**src/rtl/cmd_pkg.sv**
```systemverilog
// cmd_pkg: command byte field codes, FSM states and the button-to-byte encoder
package cmd_pkg;

    localparam logic [2:0] MOT_FWD      = 3'b011;
    localparam logic [2:0] MOT_BACK     = 3'b110;
    localparam logic [2:0] MOT_HALT     = 3'b000;
    localparam logic [2:0] SRV_LEFT     = 3'b011;
    localparam logic [2:0] SRV_RIGHT    = 3'b110;
    localparam logic [2:0] SRV_STRAIGHT = 3'b101;
    localparam logic [2:0] SRV_HOLD     = 3'b000;

    typedef enum logic [1:0] {IDLE, REQ, BUSY} state_t;

    function automatic logic [7:0] encode(input logic fwd, input logic back, input logic left,
                                          input logic right, input logic center);
        logic [2:0] mot;
        logic [2:0] srv;
        mot = (fwd && !back) ? MOT_FWD : (back && !fwd) ? MOT_BACK : MOT_HALT;
        srv = center ? SRV_STRAIGHT : (left && !right) ? SRV_LEFT : (right && !left) ? SRV_RIGHT : SRV_HOLD;
        return {mot, srv, 2'b00};
    endfunction

endpackage

```
**src/rtl/cmd_encoder_btn_debounce.sv**
```systemverilog
// btn_debounce: 2-flop synchronizer followed by a stable-sample counter
module btn_debounce #(
    parameter int DEBOUNCE_CYCLES = 1_000_000
) (
    input  logic sys_clk,
    input  logic rst_n,
    input  logic raw,
    output logic db
);

    localparam int CW = $clog2(DEBOUNCE_CYCLES + 1);

    logic          s1;
    logic          s2;
    logic [CW-1:0] cnt;

    // bring the asynchronous button into the sys_clk domain
    always_ff @(posedge sys_clk or negedge rst_n) begin
        if (!rst_n) begin
            s1 <= 1'b0;
            s2 <= 1'b0;
        end else begin
            s1 <= raw;
            s2 <= s1;
        end
    end

    // accept the new level only after DEBOUNCE_CYCLES consecutive differing samples
    always_ff @(posedge sys_clk or negedge rst_n) begin
        if (!rst_n) begin
            cnt <= '0;
            db  <= 1'b0;
        end else if (s2 == db) begin
            cnt <= '0;
        end else if (cnt == CW'(DEBOUNCE_CYCLES - 1)) begin
            cnt <= '0;
            db  <= s2;
        end else begin
            cnt <= cnt + CW'(1);
        end
    end

endmodule

```
**src/rtl/cmd_encoder.sv**
```systemverilog
// cmd_encoder: debounced buttons -> command byte -> UART tx_start/tx_finish handshake
// Optional periodic resend of non-zero commands: define CMD_ENCODER_KEEPALIVE_EN.
module cmd_encoder
    import cmd_pkg::*;
#(
    parameter int DEBOUNCE_CYCLES = 1_000_000,
    parameter int REPEAT_CYCLES   = 5_000_000,
    parameter int ACK_TIMEOUT     = 100_000
) (
    input  logic       sys_clk,
    input  logic       rst_n,
    input  logic       btn_fwd,
    input  logic       btn_back,
    input  logic       btn_left,
    input  logic       btn_right,
    input  logic       btn_center,
    input  logic       tx_finish,
    output logic       tx_start,
    output logic [7:0] tx_data,
    output logic [7:0] cur_cmd,
    output logic       cmd_sent,
    output logic       tx_err
);

    localparam int AW = $clog2(ACK_TIMEOUT + 1);

    logic [4:0]    raw;
    logic [4:0]    db;
    logic          fin_s1;
    logic          fin_s2;
    state_t        state;
    logic          pending;
    logic [7:0]    last_sent;
    logic [AW-1:0] req_cnt;
    logic          chg;
    logic          ka_exp;
    logic          send;

    assign raw  = {btn_center, btn_right, btn_left, btn_back, btn_fwd};
    assign chg  = cur_cmd != last_sent;
    assign send = (state == IDLE) && (pending || chg || ka_exp);

    for (genvar i = 0; i < 5; i++) begin : g_db
        btn_debounce #(.DEBOUNCE_CYCLES(DEBOUNCE_CYCLES)) u_db (
            .sys_clk(sys_clk),
            .rst_n  (rst_n),
            .raw    (raw[i]),
            .db     (db[i])
        );
    end

`ifdef CMD_ENCODER_KEEPALIVE_EN
    localparam int KW = $clog2(REPEAT_CYCLES + 1);
    logic [KW-1:0] ka_cnt;
    assign ka_exp = (cur_cmd != 8'h00) && (ka_cnt == KW'(REPEAT_CYCLES - 1));
    // keepalive timer: restarts on each send, advances only while the command is non-zero
    always_ff @(posedge sys_clk or negedge rst_n) begin
        if (!rst_n) ka_cnt <= '0;
        else if (send || ka_exp) ka_cnt <= '0;
        else if (cur_cmd != 8'h00) ka_cnt <= ka_cnt + KW'(1);
    end
`else
    assign ka_exp = REPEAT_CYCLES < 0;
`endif

    // idle flag from clk_uart; resets high so the first request is not falsely acknowledged
    always_ff @(posedge sys_clk or negedge rst_n) begin
        if (!rst_n) begin
            fin_s1 <= 1'b1;
            fin_s2 <= 1'b1;
        end else begin
            fin_s1 <= tx_finish;
            fin_s2 <= fin_s1;
        end
    end

    // register the encoded command for the LEDs and the sender
    always_ff @(posedge sys_clk or negedge rst_n) begin
        if (!rst_n) cur_cmd <= 8'h00;
        else cur_cmd <= encode(db[0], db[1], db[2], db[3], db[4]);
    end

    // send FSM: latch and request in IDLE, wait for ack in REQ, wait for idle in BUSY
    always_ff @(posedge sys_clk or negedge rst_n) begin
        if (!rst_n) begin
            state     <= IDLE;
            pending   <= 1'b1;
            last_sent <= 8'h00;
            tx_data   <= 8'h00;
            tx_start  <= 1'b0;
            cmd_sent  <= 1'b0;
            tx_err    <= 1'b0;
            req_cnt   <= '0;
        end else begin
            cmd_sent <= 1'b0;
            tx_err   <= 1'b0;
            pending  <= pending | chg | ka_exp;
            case (state)
                IDLE: if (send) begin
                    tx_data   <= cur_cmd;
                    last_sent <= cur_cmd;
                    pending   <= 1'b0;
                    tx_start  <= 1'b1;
                    req_cnt   <= '0;
                    state     <= REQ;
                end
                REQ: if (!fin_s2) begin
                    tx_start <= 1'b0;
                    cmd_sent <= 1'b1;
                    state    <= BUSY;
                end else if (req_cnt == AW'(ACK_TIMEOUT - 1)) begin
                    tx_start <= 1'b0;
                    tx_err   <= 1'b1;
                    pending  <= 1'b1;
                    state    <= IDLE;
                end else begin
                    req_cnt <= req_cnt + AW'(1);
                end
                BUSY: if (fin_s2) state <= IDLE;
                default: state <= IDLE;
            endcase
        end
    end

endmodule

```
**config.mk**
```make
export PLATFORM = sky130hd
export DESIGN_NAME = cmd_encoder
export DESIGN_NICKNAME = d
export VERILOG_FILES = /design/src/rtl/cmd_pkg.sv /design/src/rtl/cmd_encoder_btn_debounce.sv /design/src/rtl/cmd_encoder.sv
export SDC_FILE = /design/constraint.sdc
export NUM_CORES = 1
export LEC_CHECK = 0
export CORE_MARGIN = 3
export CORE_UTILIZATION = 30
export DETAILED_ROUTE_END_ITERATION = 8
export GPL_TIMING_DRIVEN = 0
export HOLD_SLACK_MARGIN = 0.05
export PLACE_DENSITY = 0.43
export SLEW_MARGIN = 25
export SYNTH_ARGS = -nofsm -noshare
export SYNTH_HDL_FRONTEND = slang
export SYNTH_SLANG_ARGS = --single-unit
export TNS_END_PERCENT = 10
```
**constraint.sdc**
```tcl
create_clock -name sys_clk -period 4.3 [get_ports sys_clk]
set_clock_uncertainty 0.05 [all_clocks]
set_input_delay 0.645 -clock sys_clk [delete_from_list [all_inputs] [get_ports sys_clk]]
set_output_delay 0.645 -clock sys_clk [all_outputs]
set_load 0.02 [all_outputs]
```
==> summary.md <==
| Metric | Value |
|---|---|
| Internal Pwr Total | `2.463 mW` |
| Vias in the first global route | `5463` |
| RSZ-0062 raised after global routing | `no` |
| Post-DR vias/cell | `4.842` |
| Critical path fanouts, max | `10` |
| Clock latency on the worst-skew pair | `0.43 ns` |
| Die width | `162.7 um` |
| Pin count of the biggest net entering global routing | `92` |
| Area Overhead vs Synth | `17.45%` |
| PortBufs | `22` |
| Core box area | `0.02382 mm2` |
| Overflow left after global routing | `0` |
| Seq pwr share | `46.6%` |
| Final hold vios | `0` |
| Die area | `0.02646 mm2` |
| Max Root-Sink Buffers | `2` |
| Rows | `56` |
| Number of instances in the placed design | `1071` |
| Drt first pass iters | `4` |
| Iteration-0 DRC Markers | `250` |
| Routed Wire Length | `15080 um` |
| Post-Syn Area per Cell | `10.14 um2` |
| Status | `completed` |
| Psw | `675.8 uW` |
| CP Launch Type | `register` |
| Kind of critical path | `reg -> reg` |
| Clk pwr share | `50.4%` |
| Post-CTS Resized | `0` |
| Worst slew margin | `42.65%` |
| Antenna viol nets, final | `0` |
| Starting Density | `30.90%` |
| Post-synth ARST share | `100.0%` |
| Htree depth | `4` |
| CTS Buf Count | `17` |
| DIE HEIGHT | `162.7 um` |
| Fillers | `2356` |
| Clk sink count | `152` |
| Hold-fix buffers, CTS | `0` |
| Critical Path RT | `4.54 ns` |
| Routed len/inst | `13.67 um` |
| Post-CTS Setup Bufs | `0` |
| Setup violators final | `0` |
| First-pass GRT wire length | `26480 um` |
| Clock Tree Root | `clkbuf_16` |
| Sequential cell area | `0.003807 mm2` |
| Fin crit period | `2.517 ns` |
| Pleak | `3.559 nW` |
| DRC Markers | `0` |
| Peak VDD IR | `0.2074 mV` |
| CTS tree | `done` |
| Vias | `5341` |
| Multi-input logic area | `0.003317 mm2` |
| Clock transition at path regs | `0.06 ns` |
| Hpwl dp | `10320 um` |
| Syn Inst Count | `726` |
| Routability cong. | `0.7914` |
| Distinct cells, synth | `54` |
| WP data arrival | `2.76 ns` |
| Initial antenna violation count | `0` |
| EDFF count, synth | `0` |
| Layout cells sized above 1 | `9.566%` |
| Sw frac | `21.53%` |
| Comb power frac | `2.9%` |
| Register area share after synthesis | `51.72%` |
| Period Utilization, post-route | `58.53%` |
| Mapped Area | `0.007362 mm2` |
| Slew Limit Fails | `0` |
| Pwr/cell area | `363.0 mW/mm2` |
| YS warnings | `0` |
| Diode count | `0` |
| I/O pins | `27` |
| Final core occ | `36.30%` |
| Max Cap Viol | `0` |
| Synth Flop Type | `dfrtp_1` |
| Worst slew pin tran | `0.8562 ns` |
| Post-Layout Cell Count | `1103` |
| Yosys reg bits | `152` |
| GRT Util Overall | `12.19%` |
| Hold crit path type | `in -> async` |
| CP Capture Type | `register` |
| Max Freq | `397.3 MHz` |
| Nets | `789` |
[registers in the layout (all words and copies together), names as in the netlist]
signal and flops:
cmd_sent 1, cur_cmd 6, fin_s1 1, fin_s2 1
g_db.u_db.cnt 100, g_db.u_db.db 5, g_db.u_db.s1 5, g_db.u_db.s2 5
last_sent 6, pending 1, req_cnt 17, state 2
tx_err 1, tx_start 1
[stage by stage]
| stage | setup WS, ns | area [um2] | total power [mW] | hold slack [ns] | setup TNS, ns |
|---|---|---|---|---|---|
| floorplan | 2.247 | 7373 | 1.531 | 0.2812 | 0 |
| global placement | -3.878 | 7993 | 1.582 | 0.2831 | -580.40 |
| detailed placement | 1.770 | 8025 | 1.587 | 0.2847 | 0 |
| CTS | 1.742 | 8647 | 3.201 | 0.1107 | 0 |
| global route | 1.511 | 8647 | 3.280 | 0.1286 | 0 |
| finish | 1.783 | 8647 | 3.139 | 0.1043 | 0 |
[Yosys cell counts, types with 3 or more instances]
master	instances	area [um2]
a21oi_1	31	155.2
nand3_1	41	205.2
xnor2_1	39	341.6
mux2_2	11	123.9
nand4_1	37	231.5
nor3_1	10	50.05
nor2_1	98	367.9
nor4_1	21	131.4
buf_4	8	60.06
dfrtp_1	149	3729
and4_1	14	122.6
or3_1	18	112.6
or2_2	5	31.28
xor2_1	45	394.1
o31ai_1	14	105.1
o21ai_0	13	65.06
and2_1	3	18.77
ha_1	10	125.1
dfstp_2	3	78.83
nand2_1	39	146.4
inv_1	24	90.09
clkbuf_1	18	67.56
or4_1	17	127.6
and3_1	12	75.07
a31oi_1	3	18.77
or3b_2	5	43.79
[final timing paths]
path / startpoint / end / slack, ns / depth (start not counted)
max in group asynchronous: rst_n / g_db[0].u_db.cnt[1]$_DFF_PN0_ / 3.29 / 2
hold reg to reg: g_db[0].u_db.s1$_DFF_PN0_ / g_db[0].u_db.s2$_DFF_PN0_ / 0.30 / 0
min in group sys_clk: g_db[0].u_db.s1$_DFF_PN0_ / g_db[0].u_db.s2$_DFF_PN0_ / 0.30 / 0
setup reg to reg: state[1]$_DFFE_PN0P_ / req_cnt[9]$_DFFE_PN0P_ / 1.78 / 6
hold / removal: rst_n / g_db[4].u_db.cnt[8]$_DFF_PN0_ / 0.10 / 1
setup / recovery: state[1]$_DFFE_PN0P_ / req_cnt[9]$_DFFE_PN0P_ / 1.78 / 6
[power by group through the flow]
stage | Clock (mW) | Combinational, mW | Sequential, mW
final | 1.58 | 0.0922 | 1.46
after global placement | 0 | 0.0921 | 1.49
after global routing | 1.71 | 0.108 | 1.47
after floorplan | 0 | 0.0451 | 1.49
after CTS | 1.64 | 0.0975 | 1.46
after detailed placement | 0 | 0.0968 | 1.49
[logic make-up after synthesis]
group                    Yosys count  share of synthesized area (%)
multiplexers                      12                          1.819
flip-flops                       152                          51.72
buffers and inverters             54                          3.382
XOR/XNOR                          84                          9.993
adder cells (fa/ha/maj)           10                          1.700
AO/OA/AOI/OAI                     76                          6.509
other                              1                        0.05094
AND/OR/NAND/NOR                  337                          24.83
[metal layers]
metal,vias up,part of all wire (%),track usage [%]
li1,2673,-,-
met1,2601,49,15.90
met2,53,47,20.00
met3,14,2.7,2.721
met4,0,1.3,4.383
met5,-,0,0
[placed cells by master (no fill, tap or decap), drive strengths merged, types with 3 or more instances in the layout]
master / Yosys / layout
nand4: 37 / 37
o21ai: 17 / 17
clkdlybuf4s50: 0 / 21
bufinv: 0 / 4
nor3: 10 / 10
a21oi: 31 / 31
clkinv: 0 / 4
buf: 12 / 14
mux2: 11 / 11
or3: 18 / 18
and4: 14 / 14
and3: 12 / 12
nor4: 22 / 22
and2: 3 / 3
nand3: 41 / 41
nand2: 39 / 39
xnor2: 39 / 39
clkbuf: 18 / 38
or3b: 5 / 5
or2: 5 / 5
dfstp: 3 / 3
clkinvlp: 0 / 3
nor2: 98 / 98
inv: 24 / 25
conb: 1 / 4
dfrtp: 149 / 149
or4: 19 / 19
xor2: 45 / 45
a31oi: 3 / 3
ha: 10 / 10
o31ai: 14 / 14
[worst max-delay path: stages, from the launching register on]
cell and delay, ns:
dfrtp_1 0.36, clkbuf_1 0.18, nor2_1 0.48, inv_1 0.13, a31oi_1 0.66, clkbuf_1 0.42
nor2_1 0.10
[cell type report]
| class | instances | area share [%] |
|---|---|---|
| tap | 319 | 4.616 |
| inverter | 24 | 1.042 |
| buffer | 30 | 1.838 |
| multi-input combinational | 523 | 38.36 |
| sequential | 152 | 44.03 |
| clock inverter | 12 | 2.026 |
| timing repair buffer | 23 | 2.923 |
| clock buffer | 20 | 5.166 |
No activity file was read; power rests on OpenSTA's default activity.
